--- config.mk ---
export PLATFORM = sky130hd
export DESIGN_NAME = multi_delay_timer_flat
export DESIGN_NICKNAME = d
export VERILOG_FILES = /design/src/rtl/multi_delay_timer_if.sv /design/src/rtl/multi_delay_timer.sv /design/src/flat_wrapper.sv
export SDC_FILE = /design/constraint.sdc
export NUM_CORES = 1
export LEC_CHECK = 0
export CORE_ASPECT_RATIO = 2
export CORE_MARGIN = 4
export CORE_UTILIZATION = 30
export DETAILED_ROUTE_END_ITERATION = 6
export DONT_BUFFER_PORTS = 1
export GPL_ROUTABILITY_DRIVEN = 0
export GPL_TIMING_DRIVEN = 0
export PLACE_DENSITY = 0.49
export SKIP_LAST_GASP = 1
export SYNTH_ARGS = -nofsm -noshare
export SYNTH_HDL_FRONTEND = slang
export SYNTH_SLANG_ARGS = --single-unit
--- constraint.sdc ---
create_clock -name SYSCLK -period 5.35 [get_ports SYSCLK]
set_clock_uncertainty 0.2 [all_clocks]
set_input_delay 0.535 -clock SYSCLK [delete_from_list [all_inputs] [get_ports SYSCLK]]
set_output_delay 0.535 -clock SYSCLK [all_outputs]
set_load 0.005 [all_outputs]
--- src/rtl/multi_delay_timer_if.sv ---
// Channel signal bundle for multi_delay_timer: async request inputs in, registered OUT/BUSY back.
// The master side drives the requests, the slave side (the timer) drives OUT and BUSY.
interface multi_delay_timer_if #(
    parameter int unsigned NUM_CH = 4
);
    logic [NUM_CH-1:0] EN_IN;
    logic [NUM_CH-1:0] DISABLE_IN;
    logic [NUM_CH-1:0] OUT;
    logic [NUM_CH-1:0] BUSY;

    modport master (
        output EN_IN,
        output DISABLE_IN,
        input  OUT,
        input  BUSY
    );

    modport slave (
        input  EN_IN,
        input  DISABLE_IN,
        output OUT,
        output BUSY
    );
endinterface

--- src/rtl/multi_delay_timer.sv ---
// multi_delay_timer: per-channel power-sequencing delay timer fed by synchronised enable/disable requests.
// Optional macro DELAY_CASCADE_EN chains the channels: power-up runs 0..N-1, power-down N-1..0.
//
// state  | meaning
// IDLE   | OUT low, waiting for an enable rise
// ARM    | counting the assert delay, OUT still low
// ON     | OUT high
// DISARM | counting the deassert delay, OUT still high
module multi_delay_timer #(
    parameter int unsigned NUM_CH       = 4,
    parameter int unsigned CNT_W        = 25,
    parameter int unsigned ASSERT_DLY   = 32'h17D7840,
    parameter int unsigned DEASSERT_DLY = 32'h17D7840,
    parameter int unsigned SYNC_STAGES  = 2
) (
    input  logic               SYSCLK,
    input  logic               RESET_N,
    multi_delay_timer_if.slave bus
);

    typedef enum logic [1:0] {
        IDLE   = 2'd0,
        ARM    = 2'd1,
        ON     = 2'd2,
        DISARM = 2'd3
    } state_t;

    localparam logic [CNT_W-1:0] A_LOAD = CNT_W'(ASSERT_DLY);
    localparam logic [CNT_W-1:0] D_LOAD = CNT_W'(DEASSERT_DLY);

    if (NUM_CH < 1 || NUM_CH > 16) begin : g_chk_num_ch
        $error("multi_delay_timer: NUM_CH must be in 1..16");
    end
    if (SYNC_STAGES < 2) begin : g_chk_sync
        $error("multi_delay_timer: SYNC_STAGES must be at least 2");
    end
    if ((64'(ASSERT_DLY) >> CNT_W) != 64'd0) begin : g_chk_assert_dly
        $error("multi_delay_timer: ASSERT_DLY does not fit in CNT_W bits");
    end
    if ((64'(DEASSERT_DLY) >> CNT_W) != 64'd0) begin : g_chk_deassert_dly
        $error("multi_delay_timer: DEASSERT_DLY does not fit in CNT_W bits");
    end

    logic [NUM_CH-1:0] en_sync_q  [SYNC_STAGES];
    logic [NUM_CH-1:0] en_sync_d  [SYNC_STAGES];
    logic [NUM_CH-1:0] dis_sync_q [SYNC_STAGES];
    logic [NUM_CH-1:0] dis_sync_d [SYNC_STAGES];
    logic [NUM_CH-1:0] en_prev_q, en_prev_d;
    logic [NUM_CH-1:0] dis_prev_q, dis_prev_d;

    logic [NUM_CH-1:0] en_s, dis_s;
    logic [NUM_CH-1:0] en_rise, en_fall, dis_fall;
    logic [NUM_CH-1:0] hold_arm, hold_dis;

    state_t           state_q [NUM_CH];
    state_t           state_d [NUM_CH];
    logic [CNT_W-1:0] cnt_q   [NUM_CH];
    logic [CNT_W-1:0] cnt_d   [NUM_CH];

    logic [NUM_CH-1:0] out_q, out_d;
    logic [NUM_CH-1:0] busy_q, busy_d;

    always_comb begin
        en_sync_d[0]  = bus.EN_IN;
        dis_sync_d[0] = bus.DISABLE_IN;
        for (int i = 1; i < SYNC_STAGES; i++) begin
            en_sync_d[i]  = en_sync_q[i-1];
            dis_sync_d[i] = dis_sync_q[i-1];
        end
        en_prev_d  = en_s;
        dis_prev_d = dis_s;
    end

    assign en_s     = en_sync_q[SYNC_STAGES-1];
    assign dis_s    = dis_sync_q[SYNC_STAGES-1];
    assign en_rise  = en_s & ~en_prev_q;
    assign en_fall  = ~en_s & en_prev_q;
    assign dis_fall = ~dis_s & dis_prev_q;

`ifdef DELAY_CASCADE_EN
    // A channel may only count up once its lower neighbour is on, and down once its upper one is off.
    always_comb begin
        hold_arm = '0;
        hold_dis = '0;
        for (int k = 1; k < NUM_CH; k++) begin
            hold_arm[k] = ~out_q[k-1];
        end
        for (int k = 0; k < NUM_CH - 1; k++) begin
            hold_dis[k] = out_q[k+1];
        end
    end
`else
    assign hold_arm = '0;
    assign hold_dis = '0;
`endif

    always_ff @(posedge SYSCLK or negedge RESET_N) begin
        if (!RESET_N) begin
            for (int i = 0; i < SYNC_STAGES; i++) begin
                en_sync_q[i]  <= '0;
                dis_sync_q[i] <= '0;
            end
            en_prev_q  <= '0;
            dis_prev_q <= '0;
            for (int k = 0; k < NUM_CH; k++) begin
                state_q[k] <= IDLE;
                cnt_q[k]   <= '0;
            end
            out_q  <= '0;
            busy_q <= '0;
        end else begin
            en_sync_q  <= en_sync_d;
            dis_sync_q <= dis_sync_d;
            en_prev_q  <= en_prev_d;
            dis_prev_q <= dis_prev_d;
            state_q    <= state_d;
            cnt_q      <= cnt_d;
            out_q      <= out_d;
            busy_q     <= busy_d;
        end
    end

    // Only the highest-priority pending event is considered; an ignored event still blocks lower ones.
    always_comb begin
        for (int k = 0; k < NUM_CH; k++) begin
            state_d[k] = state_q[k];
            cnt_d[k]   = cnt_q[k];
            if (en_fall[k]) begin
                state_d[k] = IDLE;
                cnt_d[k]   = '0;
            end else if (dis_fall[k] && state_q[k] == ON) begin
                state_d[k] = DISARM;
                cnt_d[k]   = D_LOAD;
            end else if (dis_fall[k] && state_q[k] == ARM) begin
                state_d[k] = IDLE;
                cnt_d[k]   = '0;
            end else if (en_rise[k] && !dis_fall[k] && state_q[k] == IDLE) begin
                state_d[k] = ARM;
                cnt_d[k]   = A_LOAD;
            end else if (en_rise[k] && !dis_fall[k] && state_q[k] == DISARM) begin
                state_d[k] = ON;
                cnt_d[k]   = '0;
            end else if (state_q[k] == ARM && !hold_arm[k]) begin
                if (cnt_q[k] == '0) begin
                    state_d[k] = ON;
                end else begin
                    cnt_d[k] = cnt_q[k] - CNT_W'(1);
                end
            end else if (state_q[k] == DISARM && !hold_dis[k]) begin
                if (cnt_q[k] == '0) begin
                    state_d[k] = IDLE;
                end else begin
                    cnt_d[k] = cnt_q[k] - CNT_W'(1);
                end
            end
        end
    end

    always_comb begin
        out_d  = '0;
        busy_d = '0;
        for (int k = 0; k < NUM_CH; k++) begin
            out_d[k]  = (state_d[k] == ON)  || (state_d[k] == DISARM);
            busy_d[k] = (state_d[k] == ARM) || (state_d[k] == DISARM);
        end
    end

    assign bus.OUT  = out_q;
    assign bus.BUSY = busy_q;

endmodule

--- src/flat_wrapper.sv ---
// flat-port wrapper written by rule: the top's interface ports become plain ports
module multi_delay_timer_flat 
#(
    parameter int unsigned NUM_CH       = 4,
    parameter int unsigned CNT_W        = 25,
    parameter int unsigned ASSERT_DLY   = 32'h17D7840,
    parameter int unsigned DEASSERT_DLY = 32'h17D7840,
    parameter int unsigned SYNC_STAGES  = 2
)
  (SYSCLK, RESET_N, bus_EN_IN, bus_DISABLE_IN, bus_OUT, bus_BUSY);
  multi_delay_timer_if #(.NUM_CH(NUM_CH)) bus_i ();
  input  logic SYSCLK;
  input  logic RESET_N;
  input wire logic [$bits(bus_i.EN_IN)-1:0] bus_EN_IN;
  input wire logic [$bits(bus_i.DISABLE_IN)-1:0] bus_DISABLE_IN;
  output wire logic [$bits(bus_i.OUT)-1:0] bus_OUT;
  output wire logic [$bits(bus_i.BUSY)-1:0] bus_BUSY;
  assign bus_i.EN_IN = bus_EN_IN;
  assign bus_i.DISABLE_IN = bus_DISABLE_IN;
  assign bus_OUT = bus_i.OUT;
  assign bus_BUSY = bus_i.BUSY;
  multi_delay_timer #(.NUM_CH(NUM_CH), .CNT_W(CNT_W), .ASSERT_DLY(ASSERT_DLY), .DEASSERT_DLY(DEASSERT_DLY), .SYNC_STAGES(SYNC_STAGES)) u_core (.SYSCLK(SYSCLK), .RESET_N(RESET_N), .bus(bus_i));
endmodule
; Word level (Yosys, flattened, before mapping)
; Index checks and enable logic that the tools add are counted.
[word_totals]
ff_bits = 140
input_bits = 10
output_inout_bits = 8
wordCells = 162
[op_classes]
add_sub_neg = 4
n_eq_ne = 24
n_mux = 68
n_bitwise = 6
n_reduce_logical = 44
[op_table]
columns = op, n
row1 = 2-to-1 mux 25 bit, 32
row2 = zero test 25 bit, 4
row3 = subtractor 25 x 1 -> 25 bit (second input constant), 4
row4 = 2-to-1 mux 2 bit, 36
row5 = == test 2 bit (second input constant), 16
row6 = nonzero test 7 bit, 4
row7 = logical AND 1 bit, 20
row8 = == test 2 x 1 -> 1 bit (second input constant), 8
row9 = AND 4 bit, 3
row10 = NOT 4 bit, 3
row11 = zero test 2 bit, 4
row12 = logical OR 1 bit, 8
row13 = zero test 1 bit, 4

; Longest topological paths before layout
[depth]
ltp_word = 12
ltp_mapped = 9
mapped_depth_nobuf = 8

; Least setup slack after synthesis
; OpenSTA, ideal clock, no wires.
[synth_path]
path_kind = register -> register
start = register u_core.cnt_q[61] in the netlist's numbering
end = register u_core.cnt_q[70] in the netlist's numbering
setup_ns = 0.122
arrival_ns = 2.220
required_ns = 5.028
slack_ns = 2.808
stages_incl_launch_ff = 8
n_path_buf = 1
synth_period_minus_slack_ns = 2.542
cell_sequence = dfrtp_1 -> or4_1 -> and4bb_2 -> nand3_1 -> o21a_2 -> and2_4 -> buf_2 -> a32o_1
[synth_between]
elab_chain_len = 9
elab_cells_between_ends = 10
classes_between = add/sub (1) / mux (8) / reduce/logical (1)
[synth_lines]
columns = element, line
row1 = from (decl), multi_delay_timer.sv:57  ; logic [CNT_W-1:0] cnt_q [NUM_CH];
row2 = from (signal assigned), multi_delay_timer.sv:117  ; cnt_q <= cnt_d;
row3 = subtractor 25 x 1 -> 25 bit or zero test 25 bit (tied branches), --
row4 = 2-to-1 mux 25 bit *, "multi_delay_timer.sv:144, multi_delay_timer.sv:150"
row5 = 2-to-1 mux 25 bit, multi_delay_timer.sv:149  ; end else if (state_q[k] == DISARM && !hold_dis[k]) begin
row6 = 2-to-1 mux 25 bit *, multi_delay_timer.sv:143  ; end else if (state_q[k] == ARM && !hold_arm[k]) begin
row7 = 2-to-1 mux 25 bit *, multi_delay_timer.sv:140  ; end else if (en_rise[k] && !dis_fall[k] && state_q[k] == DISARM) begin
row8 = 2-to-1 mux 25 bit *, multi_delay_timer.sv:137  ; end else if (en_rise[k] && !dis_fall[k] && state_q[k] == IDLE) begin
row9 = 2-to-1 mux 25 bit *, multi_delay_timer.sv:134  ; end else if (dis_fall[k] && state_q[k] == ARM) begin
row10 = 2-to-1 mux 25 bit *, multi_delay_timer.sv:131  ; end else if (dis_fall[k] && state_q[k] == ON) begin
row11 = 2-to-1 mux 25 bit *, multi_delay_timer.sv:128  ; if (en_fall[k]) begin
; Every way passes the cells marked *; elsewhere a longest branch is shown, timed or not. The select of a mux whose other input is x is not followed.
; A chain may end at the register's enable or synchronous reset.

; Worst setup path after layout
[layout_path]
start = register u_core.cnt_q[8] in the netlist's numbering
end = register u_core.cnt_q[12] in the netlist's numbering
; The elaborated chain is that of the path after synthesis.

==> flow_metrics.tcl <==
set metrics [dict create \
    drv_cap 0 \
    fillers 2477 \
    synthSimpleGateAreaFrac 0.257 \
    holdWs_ns 0.146 \
    cts_buffers 17 \
    r2r_cells 7 \
    cpPeakStageDelay_ns 0.62 \
    power_density_mw_per_mm2 525 \
    port_buffers 0 \
    grt_max_degree 137 \
    cts_setup_buffers 0 \
    synth-compound-area-share 0.183 \
    netlist_area_mm2 0.00735 \
    start_util 0.306 \
    report.final.hold_viol_count 0 \
    hold_path_depth 0 \
    path_class "flip-flop to flip-flop" \
    setup_slack_ns 1.96 \
    dr.pass1.iters 5 \
    hold_class "flip-flop to flip-flop" \
    clk_latency_ns 0.44 \
    cts-resized-gates 0 \
    ff_latch_area_mm2 0.00340 \
    ctsRootBufferMaster "clkbuf_16" \
    clk_pin_slew_ns 0.07 \
    synth_commonest_cells "dfrtp_1 (136), nor2_1 (104), nand2_1 (60), o21ai_0 (58), a21oi_1 (45)" \
    h-tree-depth 4 \
    area_growth_pct 15.1 \
    period_needed_ns 3.39 \
    ys.flop_type "dfrtp_1" \
    core-area_mm2 0.0240 \
    clkPwrFrac 0.282 \
    ant_nets 0 \
    outcome "finished clean" \
    slew_viol_final 0 \
    grt_pass1_wl_mm 32.9 \
    rsz0062_at_grt "no" \
    grt_overflow 0 \
    synth.net_count 823 \
    antenna_found_initial 1 \
    stdcell_area_mm2 0.00845 \
    ys_seq_area_frac 0.463 \
    p_total_mw 4.44 \
    routedWlPerCell_um 17.2 \
    cts.sinks 136 \
    vias_per_cell 5.47 \
    syn_inst 809 \
    p_leak_nw 3.43 \
    row_count 80 \
    multi_input_area_mm2 0.00371 \
    synth_mux_area_frac 0 \
    async_flop_share 1.00 \
    grt_pass1_vias 6530 \
    dp_worst_setup_slack_ns 2.01 \
    hpwl_mm 14.0 \
    maxSlewHeadroom 0.505 \
    drive_gt1_frac 0.0751 \
    swShare 0.393 \
    chipHeight_um 229 \
    combPwrFrac 0.351 \
    synth_fa_ha_area_frac 0.00681 \
    synth.avg_cell_area_um2 9.08 \
    yosys.area.top_type "dfrtp_1" \
    yosysMostFrequentCell "dfrtp_1" \
    cp.required_ns 5.45 \
    fin_crit_sh 0.633 \
    peakVddDrop_mv 0.234 \
    track_usage 0.151 \
    critPathSlowestCell "nor4_1" \
    route.detailed.drc 0 \
    route.vias.total 6237 \
    synth_cell_types 68 \
    die_area_mm2 0.0272 \
    ys_ff_latch 136 \
    crit_chain "nor4_1 -> nand4b_1 -> o31ai_4 -> buf_4 -> o21ai_1 -> a21oi_1 -> o21ai_0" \
    internal_power_mw 2.69 \
    synth_warnings 0 \
    nets 853 \
    dpl_cell_area_mm2 0.00772 \
    dr.first_iter.drc_count 264 \
    fp.dieW_um 119 \
    synthXorXnorAreaFrac 0.0572 \
    cts_hold_buf 10 \
    cp-end-kind "flip-flop" \
    fin_tns_setup_ns 0 \
    crit_fanout 10 \
    clock.fmax_mhz 295 \
    cts_tree "built" \
    cts_buffer_depth 2 \
    cp-start-kind "flip-flop" \
    netlist_top_cells_area "dfrtp_1 (46%), nor2_1 (5.3%), xnor2_1 (4.3%)" \
    drt-total-wl_mm 19.7 \
    crit_arrival_ns 3.49 \
    synth-edff-count 0 \
    pin_count 18 \
    finalSetupViolations 0 \
    synth.top_cell.area_share 0.463 \
    seqPwrFrac 0.368 \
    p_sw_mw 1.74 \
    worst-slew-pin-transition_ns 0.740 \
    synth_top_family_by_area "simple AND/OR/NAND/NOR gates" \
]
[worst max-delay path: cells and delay by family, from the launching register on]
kind	cells	cell delay [ns]
simple gates	2	1.12
flops	1	0.43
compound gates	4	1.23
buf+inv	1	0.25
[registers in the layout, indices dropped and copies added (netlist names)]
| name | flops |
|---|---|
| u_core.cnt_q | 100 |
| u_core.dis_sync_d | 4 |
| u_core.dis_prev_q | 4 |
| u_core.dis_prev_d | 4 |
| u_core.bus.OUT | 4 |
| u_core.state_q | 8 |
| u_core.en_prev_d | 4 |
| u_core.en_sync_d | 4 |
| u_core.en_prev_q | 4 |
[per-layer routing]
layer,global-route usage,part of all wire,vias up
li1,-,-,3029
met1,0.148,0.37,3040
met2,0.287,0.57,110
met3,0.0338,0.023,58
met4,0.0798,0.040,0
met5,0,0,-
[cells by family (layout without fill, tap and decap cells)]
family | count (synthesis) | count (layout)
AND/OR/NAND/NOR | 362 | 362
AO/OA/AOI/OAI | 203 | 203
flip-flops | 136 | 136
buffers and inverters | 56 | 99
XOR/XNOR | 48 | 48
adder cells (fa/ha/maj) | 4 | 4
other | 0 | 1
[cells in the final DEF (no fill, tap or decap), drive strengths merged, types with 6 or more instances in the layout]
| master | instances |
|---|---|
| dfrtp | 136 |
| nor2 | 104 |
| o21ai | 62 |
| nand2 | 60 |
| a21oi | 45 |
| clkbuf | 40 |
| nor3 | 37 |
| xnor2 | 36 |
| nor4 | 31 |
| inv | 27 |
| nand3 | 22 |
| a22o | 16 |
| buf | 16 |
| nor2b | 15 |
| or4 | 14 |
| or3 | 14 |
| a31oi | 13 |
| o31ai | 13 |
| o2bb2ai | 12 |
| xor2 | 12 |
| nand2b | 12 |
| and3 | 11 |
| nand4 | 10 |
| dlygate4sd3 | 9 |
| nor3b | 6 |
[worst paths after layout]
check                                                from                             end  slack [ns]
min in group asynchronous                         RESET_N   u_core.en_prev_d[1]$_DFF_PN0_        0.50
setup / recovery              u_core.cnt_q[8]$_DFFE_PN0P_    u_core.cnt_q[12]$_DFFE_PN0P_        1.96
max in group asynchronous                         RESET_N    u_core.cnt_q[26]$_DFFE_PN0P_        3.84
setup reg to reg              u_core.cnt_q[8]$_DFFE_PN0P_    u_core.cnt_q[12]$_DFFE_PN0P_        1.96
hold reg to reg            u_core.dis_sync_d[2]$_DFF_PN0_  u_core.dis_prev_d[2]$_DFF_PN0_        0.15
hold / removal             u_core.dis_sync_d[2]$_DFF_PN0_  u_core.dis_prev_d[2]$_DFF_PN0_        0.15
[layout make-up]
class,instances,share of cell area
multi-input cells,617,0.439
flip-flops and latches,136,0.403
clock buffers,18,0.0508
well taps,287,0.0425
clock inverters,14,0.0219
plain buffers,36,0.0198
repair buffers,11,0.0148
inverters,20,0.00888
diodes,1,0.000296
[power groups by stage]
stage / Clock [mW] / Sequential (mW) / Combinational (mW)
after global placement: 0 / 1.64 / 1.52
after global routing: 1.33 / 1.68 / 1.76
after CTS: 1.29 / 1.63 / 1.57
final: 1.25 / 1.63 / 1.56
after floorplan: 0 / 1.56 / 1.22
after detailed placement: 0 / 1.64 / 1.53
[metrics by stage]
stage	utilization	cells
CTS	0.352	1139
finish	0.352	1140
detailed placement	0.321	1097
floorplan	-	809
global route	0.352	1140
global placement	0.321	1096
Note: power is estimated with default switching activity, not from simulation.
